$ cat src/rtl/spi_reg_ctrl.sv
// Register-access sequencer: turns one host read/write request into a two-byte
// chip-select SPI transaction (address byte, then data/dummy byte).
module spi_reg_ctrl #(
  parameter int unsigned MAX_BYTES_PER_CS = 2,
  parameter logic [7:0]  DUMMY_BYTE       = 8'h00,
  parameter int unsigned TIMEOUT_CLKS     = 1024,
  localparam int unsigned CW = $clog2(MAX_BYTES_PER_CS + 1)
) (
  input  logic          clk,
  input  logic          rst,
  input  logic          i_req,
  input  logic          i_rw,
  input  logic [6:0]    i_addr,
  input  logic [7:0]    i_wdata,
  output logic          o_busy,
  output logic          o_done,
  output logic          o_err,
  output logic [7:0]    o_rdata,
  output logic [CW-1:0] o_MOSI_Count,
  output logic [7:0]    o_MOSI_Byte,
  output logic          o_MOSI_DV,
  input  logic          i_MOSI_Ready,
  input  logic          i_MISO_DV,
  input  logic [7:0]    i_MISO_Byte,
  input  logic [CW-1:0] i_MISO_Count
);

  localparam int unsigned TW = (TIMEOUT_CLKS > 2) ? $clog2(TIMEOUT_CLKS) : 1;

  typedef enum logic [2:0] {
    IDLE    = 3'd0,
    SEND0   = 3'd1,
    WAIT0   = 3'd2,
    SEND1   = 3'd3,
    WAIT_RX = 3'd4,
    DONE    = 3'd5
  } state_t;

  state_t        state_q, state_d;
  logic          rw_q;
  logic [6:0]    addr_q;
  logic [7:0]    wdata_q;
  logic [1:0]    rx_cnt_q;
  logic [TW-1:0] tmo_q;
  logic          saw_low_q;
  logic          abort_q;
  logic [7:0]    rx_hold_q;

  logic          accept;
  logic          in_wait;
  logic          tmo_hit;
  logic          to_abort;
  logic          dv_d;
  logic [7:0]    byte_d;
  logic [2:0]    rx_sum;
  logic [7:0]    byte0;
  logic [7:0]    byte1;

  // The master's received-byte index is informational only.
  logic unused_miso_count;
  assign unused_miso_count = ^i_MISO_Count;

  assign accept  = (state_q == IDLE) && i_req;
  assign in_wait = (state_q == SEND0) || (state_q == WAIT0) ||
                   (state_q == SEND1) || (state_q == WAIT_RX);
  assign tmo_hit = (tmo_q == TW'(TIMEOUT_CLKS - 1));
  assign rx_sum  = {1'b0, rx_cnt_q} + {2'b00, i_MISO_DV};
  assign byte0   = {rw_q, addr_q};
  assign byte1   = rw_q ? DUMMY_BYTE : wdata_q;

  always_ff @(posedge clk or negedge rst) begin
    if (!rst) state_q <= IDLE;
    else      state_q <= state_d;
  end

  // Next state and next values of the registered SPI-side outputs.
  always_comb begin
    state_d  = state_q;
    dv_d     = 1'b0;
    byte_d   = o_MOSI_Byte;
    to_abort = 1'b0;
    unique case (state_q)
      IDLE: if (i_req) state_d = SEND0;
      SEND0: begin
        if (i_MOSI_Ready) begin
          state_d = WAIT0;
          dv_d    = 1'b1;
          byte_d  = byte0;
        end else if (tmo_hit) begin
          state_d  = DONE;
          to_abort = 1'b1;
        end
      end
      WAIT0: begin
        if (saw_low_q && i_MOSI_Ready) begin
          state_d = SEND1;
        end else if (tmo_hit) begin
          state_d  = DONE;
          to_abort = 1'b1;
        end
      end
      SEND1: begin
        if (i_MOSI_Ready) begin
          state_d = WAIT_RX;
          dv_d    = 1'b1;
          byte_d  = byte1;
        end else if (tmo_hit) begin
          state_d  = DONE;
          to_abort = 1'b1;
        end
      end
      WAIT_RX: begin
        if (rx_sum >= 3'd2) begin
          state_d = DONE;
        end else if (tmo_hit) begin
          state_d  = DONE;
          to_abort = 1'b1;
        end
      end
      DONE:    state_d = IDLE;
      default: state_d = IDLE;
    endcase
  end

  always_ff @(posedge clk or negedge rst) begin
    if (!rst) begin
      rw_q         <= 1'b0;
      addr_q       <= 7'd0;
      wdata_q      <= 8'd0;
      rx_cnt_q     <= 2'd0;
      tmo_q        <= '0;
      saw_low_q    <= 1'b0;
      abort_q      <= 1'b0;
      rx_hold_q    <= 8'd0;
      o_busy       <= 1'b0;
      o_done       <= 1'b0;
      o_err        <= 1'b0;
      o_rdata      <= 8'd0;
      o_MOSI_Count <= CW'(2);
      o_MOSI_Byte  <= 8'd0;
      o_MOSI_DV    <= 1'b0;
    end else begin
      if (accept) begin
        rw_q    <= i_rw;
        addr_q  <= i_addr;
        wdata_q <= i_wdata;
      end

      // MISO pulses in IDLE are ignored; the count restarts on accept.
      if (accept)
        rx_cnt_q <= 2'd0;
      else if ((state_q != IDLE) && i_MISO_DV)
        rx_cnt_q <= (rx_sum > 3'd3) ? 2'd3 : rx_sum[1:0];

      if ((state_d != state_q) || !in_wait) tmo_q <= '0;
      else                                  tmo_q <= tmo_q + TW'(1);

      if ((state_q == WAIT0) && (state_d == WAIT0))
        saw_low_q <= saw_low_q | ~i_MOSI_Ready;
      else
        saw_low_q <= 1'b0;

      if (accept)        abort_q <= 1'b0;
      else if (to_abort) abort_q <= 1'b1;

      // Second MISO byte is staged and only published on a clean completion.
      if (in_wait && i_MISO_DV && (rx_cnt_q == 2'd1))
        rx_hold_q <= i_MISO_Byte;
      if ((state_q == DONE) && !abort_q && rw_q)
        o_rdata <= rx_hold_q;

      o_busy       <= (state_d != IDLE);
      o_done       <= (state_q == DONE);
      o_err        <= (state_q == DONE) && abort_q;
      o_MOSI_Count <= CW'(2);
      o_MOSI_Byte  <= byte_d;
      o_MOSI_DV    <= dv_d;
    end
  end

endmodule

$ cat config.mk
export PLATFORM = sky130hd
export DESIGN_NAME = spi_reg_ctrl
export DESIGN_NICKNAME = d
export VERILOG_FILES = /design/src/rtl/spi_reg_ctrl.sv
export SDC_FILE = /design/constraint.sdc
export NUM_CORES = 1
export LEC_CHECK = 0
export ABC_AREA = 1
export CELL_PAD_IN_SITES_DETAIL_PLACEMENT = 1
export CELL_PAD_IN_SITES_GLOBAL_PLACEMENT = 2
export CORE_ASPECT_RATIO = 0.5
export CORE_MARGIN = 3
export CORE_UTILIZATION = 34
export CTS_CLUSTER_DIAMETER = 200
export DETAILED_ROUTE_END_ITERATION = 6
export PLACE_DENSITY = 0.81
export REMOVE_ABC_BUFFERS = 1
export SLEW_MARGIN = 40
export SYNTH_ARGS = -nofsm -noshare
export SYNTH_HDL_FRONTEND = slang
export SYNTH_SLANG_ARGS = --single-unit
$ cat constraint.sdc
create_clock -name clk -period 2.7 [get_ports clk]
set_clock_uncertainty 0.1 [all_clocks]
set_input_delay 0.54 -clock clk [delete_from_list [all_inputs] [get_ports clk]]
set_output_delay 0.54 -clock clk [all_outputs]
set_load 0.02 [all_outputs]
# == Word level (Yosys, flattened, before mapping) ==
# Cells that the tools add are included.
# totals
regBits,61
latchBits,0
ramBits,0
romBits,0
in_bits,31
out_inout_bits,22
word_cells,80
n_memories,0
# classes
add_sub_neg,2
multipliers,0
div,0
n_lt_le_gt_ge,2
n_eq_ne,11
shifts,0
n_mux,25
bitwise_logic,2
n_reduce_logical,23
# op_table
operator,n
$mux W8,3
$mux W3,6
$pmux W8 S2,1
$pmux W3 S5,1
$add A10 B1 Y10 const B,1
$eq A10 B10 Y1 const B,1
$mux W10,1
$eq A3 B2 Y1 const B,3
$logic_and A1 B1 Y1,9
$mux W1,9
$eq A3 B3 Y1 const B,2
$mux W2,3
$reduce_bool A2 Y1,3
$reduce_bool A3 Y1,2
$logic_or A1 B1 Y1,4
$ne A2 B2 Y1 const B,2
$add A2 B1 Y3,1
$eq A3 B1 Y1 const B,1
$ge A3 B2 Y1 const B,1
$gt A3 B2 Y1 const B,1
$logic_not A3 Y1,1
$ne A3 B3 Y1,1
$pmux W1 S3,1
$reduce_and A3 Y1,1
5 further kinds,6

# == Depth between registers and ports, before layout ==
# Gate-level depths: netlist of the first run.
# depth
ltp_word,7
mapped_depth,10

# == Worst setup path before layout of the first run ==
# Ideal clock, no wire load.
# synth_timing
path_kind,input port to flip-flop
startpoint,input i_MISO_DV
endpoint,register tmo_q[0]
setup_time_ps,70
arrival_ps,1556
required_ps,2530
slack_ps,974
path_stages,9
cell_sequence,ha_1 > or2_2 > nand3_1 > nand2_1 > inv_1 > nand3_1 > nand2_1 > nand2_4 > nor2_2
# synth_via
elab_chain_cells,7
# synth_lines
element,line,rtl
"start, declared",23,"input logic i_MISO_DV,"
$add A2 B1 Y3,67,"assign rx_sum = {1'b0, rx_cnt_q} + {2'b00, i_MISO_DV};"
$ge A3 B2 Y1,113,if (rx_sum >= 3'd2) begin
$mux W3,113,
$pmux W3 S5,82,unique case (state_q)
$ne A3 B3 Y1,155,if ((state_d != state_q) || !in_wait) tmo_q <= '0;
$logic_or A1 B1 Y1,155,
$mux W10,155,
"end signal, assigned",156,else tmo_q <= tmo_q + TW'(1);
"end, declared",44,logic [TW-1:0] tmo_q;
# No other way between the ends.
# A chain may end at the register's enable or synchronous reset.

# == Final worst setup path of the first run ==
# layout_timing
startpoint,input i_MISO_DV
endpoint,register tmo_q[6]
# Same word-level chain as after synthesis.

==> results_dict.tcl, run 1 <==
set metrics [dict create \
    dieHeight_um 69.90 \
    yosys.area.top_type "dfrtp_1" \
    final_nets 386 \
    stdcell_area_um2 3643 \
    max_clock_freq_ghz 0.4753 \
    layoutNonFillerInstCount 466 \
    drv_cap 0 \
    multiInputGateArea_um2 1085 \
    gr-total-overflow 0 \
    ir_drop_v 0.0004192 \
    ys_async_sr_fraction_pct 100.0 \
    power.share.clock_pct 26.7 \
    period_share_pct 77.92 \
    layout-drive-gt1-share_pct 18.99 \
    ctsResizeCount 0 \
    synth-adder-area-share_pct 0.9013 \
    synth-edff-count 0 \
    clk_pin_slew_ns 0.05 \
    htreeDepth 3 \
    cts_buffer_depth 2 \
    synthMuxAreaShare_pct 0 \
    placed_cells_incl_taps 449 \
    setup_violations 0 \
    synth.avg_cell_area_um2 9.317 \
    grt_antenna_before_repair 0 \
    viasPerCell 4.650 \
    die_w_um 133.8 \
    yosysWarnings 0 \
    synth_xor_area_share_pct 2.208 \
    register_area_um2 1526 \
    grt_pass1_wl_mm 11.54 \
    maxSlewViolCount 0 \
    coreArea_um2 7625 \
    placed_area_um2 3354 \
    period_minus_slack_ns 2.104 \
    synth_cell_types 36 \
    worst_setup_path_end_kind "flip-flop" \
    switching_share_pct 38.48 \
    synth_compound_area_share_pct 13.47 \
    dominantRegCellSynth "dfrtp_1" \
    root_buffer "clkbuf_16" \
    start_util_pct 36.41 \
    grt.total_usage_pct 15.74 \
    synth.ff_latch_count 61 \
    syn_area_um2 2776 \
    synth_area_leaders "dfrtp_1, nand2_1, o21ai_0" \
    fillers 896 \
    worstPathArrival_ns 2.27 \
    synthSimpleGateAreaFrac_pct 22.22 \
    dieArea_um2 9352 \
    cts_buffers 9 \
    power_mw 3.991 \
    rows 22 \
    post-cts-setup-buffers 0 \
    critical_path_class "primary input to flip-flop" \
    combPwrFrac_pct 37.5 \
    powerDensity_nw_per_um2 1095 \
    synthToLayoutAreaGrowth_pct 31.23 \
    drt-total-wl_mm 6.821 \
    grt_max_degree 29 \
    dr.pass1.iters 4 \
    syn_inst 298 \
    outcome "finished clean" \
    diodes 0 \
    ys_seq_area_share_pct 54.98 \
    cellInternalPower_mw 2.455 \
    wl_per_cell_um 14.64 \
    grt_pass1_vias 2352 \
    worst_ep_required_time_ns 2.86 \
    power_switching_mw 1.536 \
    port_buffers 48 \
    crit_fanout 10 \
    dpl.hpwl_mm 4.694 \
    cts_num_sinks 61 \
    hold_viol 0 \
    power.leakage_nw 1.688 \
    fin_util_pct 47.78 \
    fin_tns_setup_ns 0 \
    synth_top_family_by_area "simple AND/OR/NAND/NOR gates" \
    pwr-share-seq_pct 35.9 \
    clock_latency_ns 0.33 \
    drcViolationCount 0 \
    yosysTopAreaCellShare_pct 54.98 \
    start_kind "primary input" \
    cts_tree "yes" \
    io_pins 53 \
    finalWeightedCongestion 0.8008 \
    antenna_left 0 \
    via_count 2167 \
    hp-class "flip-flop to flip-flop" \
    rsz0062_at_grt "no" \
    drtIter0Drc 79 \
]
power by group through the flow:
stage	clock [mW]	sequential [mW]	combinational, mW
finish	1.06	1.43	1.50
CTS	1.09	1.44	1.52
detailed placement	0	1.45	1.51
global route	1.13	1.47	1.68
global placement	0	1.43	1.46
floorplan	0	1.52	0.868
through the flow:
stage | hold slack [ns] | worst slack, ns
final | 0.3715 | 0.5963
after global placement | 0.3206 | 0.3234
after global routing | 0.3907 | 0.4928
after CTS | 0.3749 | 0.6049
after detailed placement | 0.3248 | 0.2674
after floorplan | 0.1444 | 0.9697
layer usage:
metal  GRT usage [%]  wire [um]  vias to the layer above
met1           19.91       3159                     1062
met5               0          0                        -
met2           25.49       3305                       34
met4           6.385        120                        0
met3           4.532        235                       13
li1                -          -                     1058
cell type report:
| class | count | area share [%] |
|---|---|---|
| clock buffers | 12 | 7.040 |
| flip-flops and latches | 61 | 41.90 |
| repair buffers | 52 | 13.94 |
| well taps | 108 | 3.709 |
| inverters | 28 | 3.022 |
| clock inverters | 4 | 0.6181 |
| multi-input cells | 201 | 29.77 |
sequential cells by signal, summed over array words and instances, names as in the netlist:
| signal | cells |
|---|---|
| o_busy | 1 |
| addr_q | 7 |
| tmo_q | 10 |
| o_MOSI_DV | 1 |
| o_err | 1 |
| rx_hold_q | 8 |
| wdata_q | 8 |
| o_rdata | 8 |
| state_q | 3 |
| rw_q | 1 |
| abort_q | 1 |
| saw_low_q | 1 |
| o_done | 1 |
| rx_cnt_q | 2 |
| o_MOSI_Byte | 8 |
path summary, 6_finish.rpt:
check                          start         end  slack, ns  depth (start not counted)
max                        i_MISO_DV    tmo_q[6]       0.60                         10
min                        addr_q[3]   addr_q[3]       0.37                          2
max reg2reg                 tmo_q[0]    tmo_q[6]       0.81                         10
min reg2reg                addr_q[3]   addr_q[3]       0.37                          2
max in group asynchronous        rst  o_rdata[5]       1.32                          3
min in group asynchronous        rst   addr_q[1]       0.51                          2
cell families after synthesis:
kind of cell | after synthesis
and+or+nand+nor | 130
DFF | 61
AOI/OAI and AO/OA | 60
buffers and inverters | 36
xor gates and xnor gates | 7
adders and majority gates | 2
other | 2
cells in the mapped netlist, types with 3 or more instances:
| cell type | count |
|---|---|
| nand3_1 | 9 |
| nand2_1 | 79 |
| nor2_2 | 16 |
| nor2_1 | 13 |
| a21oi_2 | 8 |
| inv_2 | 5 |
| o21ai_1 | 3 |
| dfrtp_1 | 61 |
| xnor2_1 | 4 |
| xor2_1 | 3 |
| a21oi_1 | 11 |
| inv_1 | 21 |
| o21ai_0 | 26 |
| o21ai_2 | 8 |
what timing repair did:
action                                  in CTS  in global routing
hold buffers                                 1                  0
hold endpoints to repair                    10                  0
endpoints found under the setup margin       0                  0
worst max-delay path, stage by stage:
cell	delay (ns)
clkdlybuf4s50_1	0.49
ha_1	0.26
or2_2	0.32
nand3_1	0.07
nand2_1	0.05
inv_1	0.08
nand3_1	0.07
nand2_1	0.11
nand2_4	0.14
nor2_2	0.12
cells in the final DEF (no fill, tap or decap), types with 4 or more instances in the layout:
cell	n
o21ai_0	26
clkbuf_16	9
nor2_2	16
nor2_1	13
dfrtp_1	61
nand2_1	79
o21ai_2	8
inv_1	21
a21oi_1	11
inv_2	5
xnor2_1	4
nand3_1	9
a21oi_2	8
clkdlybuf4s50_1	47
(Power assumes the default switching activity.)
==> run 2: changes to the inputs <==
--- a/config.mk
+++ b/config.mk
@@ -10,10 +10,10 @@
 export CELL_PAD_IN_SITES_GLOBAL_PLACEMENT = 2
 export CORE_ASPECT_RATIO = 0.5
 export CORE_MARGIN = 3
-export CORE_UTILIZATION = 34
+export CORE_UTILIZATION = 31
 export CTS_CLUSTER_DIAMETER = 200
 export DETAILED_ROUTE_END_ITERATION = 6
-export PLACE_DENSITY = 0.81
+export PLACE_DENSITY = 0.75
 export REMOVE_ABC_BUFFERS = 1
 export SLEW_MARGIN = 40
 export SYNTH_ARGS = -nofsm -noshare
==> constraint.sdc (replaced) <==
create_clock -name clk -period 2.1 [get_ports clk]
set_clock_uncertainty 0.1 [all_clocks]
set_input_delay 0.42 -clock clk [delete_from_list [all_inputs] [get_ports clk]]
set_output_delay 0.42 -clock clk [all_outputs]
set_load 0.02 [all_outputs]
==> run 2 against run 1 <==
The run now ends with negative hold slack left; routed wire length is 2.1% lower; die area is 9.0% higher; setup slack worse by 0.37 ns; combinational power is 29% higher; first-iteration DRC count is 19% lower; final cell count is 1.3% higher; global-route usage is 1.4 points lower; total power is 35% higher; core utilization is 3.2 points lower; count of clock-buffer cells in the layout stayed put; non-clock buffer count is 2 higher; highest routed layer unchanged.
==> results_dict.tcl, run 2 (synthesized netlist as in run 1, its figures left out) <==
set metrics [dict create \
    outcome "finished, violations left" \
    violations "negative hold slack" \
    max_clock_freq_ghz 0.5329 \
    r2r_slack_ns 0.25 \
    regToRegEndpoint "tmo_q[5]" \
    htreeDepth 3 \
    diodes 0 \
    cts_buffer_depth 2 \
    cts_tree "yes" \
    worstPathCellList "clkdlybuf4s50_1 > ha_1 > or2_2 > nand3_1 > nand2_1 > inv_1 > nand3_1 > nand2_1 > nand2_4 > nor2_2" \
    antenna_left 0 \
    crit_end "tmo_q[5]" \
    powerDensity_nw_per_um2 1449 \
    worstMarginPinSlew_ns 0.5542 \
    io_pins 53 \
    start_kind "primary input" \
    critical_path_class "primary input to flip-flop" \
    grt_max_degree 62 \
    rows 23 \
    gr-total-overflow 0 \
    cts_num_sinks 61 \
    startpoint "i_MISO_DV" \
    layout-drive-gt1-share_pct 19.72 \
    critPathMaxStageDelay_ns 0.43 \
    hold_viol 1 \
    regMostFlops "tmo_q" \
    crit_fanout 10 \
    fin_tns_setup_ns 0 \
    slowest_stage "clkdlybuf4s50_1" \
    setup_slack_ns 0.2236 \
    finalWeightedCongestion 0.8321 \
    worstPathArrival_ns 2.03 \
    dieHeight_um 72.92 \
    start_util_pct 33.27 \
    maxSlewViolCount 0 \
    dr.pass1.iters 4 \
    power.leakage_nw 1.727 \
    final_nets 388 \
    coreArea_um2 8346 \
    grt.total_usage_pct 14.32 \
    rsz0062_at_grt "no" \
    final_cell_mix "nand2_1, dfrtp_1, clkdlybuf4s50_1" \
    hp-class "primary input to asynchronous set/reset pin" \
    cts_buffers 9 \
    final_common_cell "nand2_1" \
    hold_buffers 0 \
    post-cts-setup-buffers 0 \
    worst_setup_path_end_kind "flip-flop" \
    drcViolationCount 0 \
    grt_antenna_before_repair 0 \
    dpl.hpwl_mm 4.599 \
    period_share_pct 89.35 \
    die_w_um 139.8 \
    worst_ep_required_time_ns 2.25 \
    drt-total-wl_mm 6.678 \
    grt_pass1_vias 2390 \
    drv_cap 0 \
    root_buffer "clkbuf_16" \
    via_count 2158 \
    period_minus_slack_ns 1.876 \
    slew-limit-headroom_pct 62.71 \
    r2r_cells 10 \
    grt_pass1_wl_mm 11.41 \
    clock_latency_ns 0.32 \
    post-place-ws_ns -0.1170 \
    drtIter0Drc 64 \
    reg2reg_from "tmo_q[0]" \
    largest_reg_flops 10 \
    viasPerCell 4.572 \
    fin_util_pct 44.59 \
    ctsResizeCount 0 \
    setup_violations 0 \
    ir_drop_v 0.0005087 \
    wl_per_cell_um 14.15 \
    dieArea_um2 10200 \
    synthToLayoutAreaGrowth_pct 34.02 \
    port_buffers 48 \
    clk_pin_slew_ns 0.06 \
    whs_ns -0.01210 \
]
==> run 2: cell count changes in the layout (fill, tap and decap cells not counted), sizes merged <==
cell	before	now
clkinv	4	3
buf	4	7
bufinv	0	2
dlygate4sd3	1	0
clkinvlp	1	0
==> run 2: worst min-delay path by stage <==
stage / slack [ns] / endpoint / start
finish: -0.01 / addr_q[6] / rst
CTS: 0.0009 / wdata_q[2] / rst
global route: 0.03 / addr_q[6] / rst
global placement: 0.35 / wdata_q[2] / rst
floorplan: 0.02 / abort_q / rst
detailed placement: 0.36 / wdata_q[2] / rst
==> run 2: layout make-up <==
type	count	area [um^2]
timing repair buffer	54	533.0
sequential	61	1526
multi-input combinational	201	1085
fill	948	4624
clock buffer	12	256.5
tap	112	140.1
clock inverter	4	70.07
inverter	28	110.1
==> run 2: critical path, delay by kind of cell <==
family	cells	cell delay (ns)
buffers and inverters	2	0.50
and+or+nand+nor	7	0.89
adders and majority gates	1	0.22
==> run 2: power breakdown <==
group	total, mW	internal [mW]	switching [mW]	leakage [nW]
Clock	1.60	1.10	0.504	0.163
Combinational	1.93	0.729	1.20	0.788
Sequential	1.86	1.59	0.264	0.776
==> run 2: layer usage <==
layer / track usage [%] / part of all wire (%) / up-vias
li1: - / - / 1066
met1: 17.45 / 46 / 1045
met2: 23.58 / 48 / 40
met3: 4.777 / 4.2 / 7
met4: 6.337 / 1.3 / 0
met5: 0 / 0 / -
==> run 2: per-stage QoR <==
step,power (mW),instance area (um^2),cells
floorplan,3.075,2721,290
global placement,3.744,3395,456
detailed placement,3.828,3395,456
CTS,5.489,3721,472
global route,5.789,3721,472
finish,5.391,3721,472
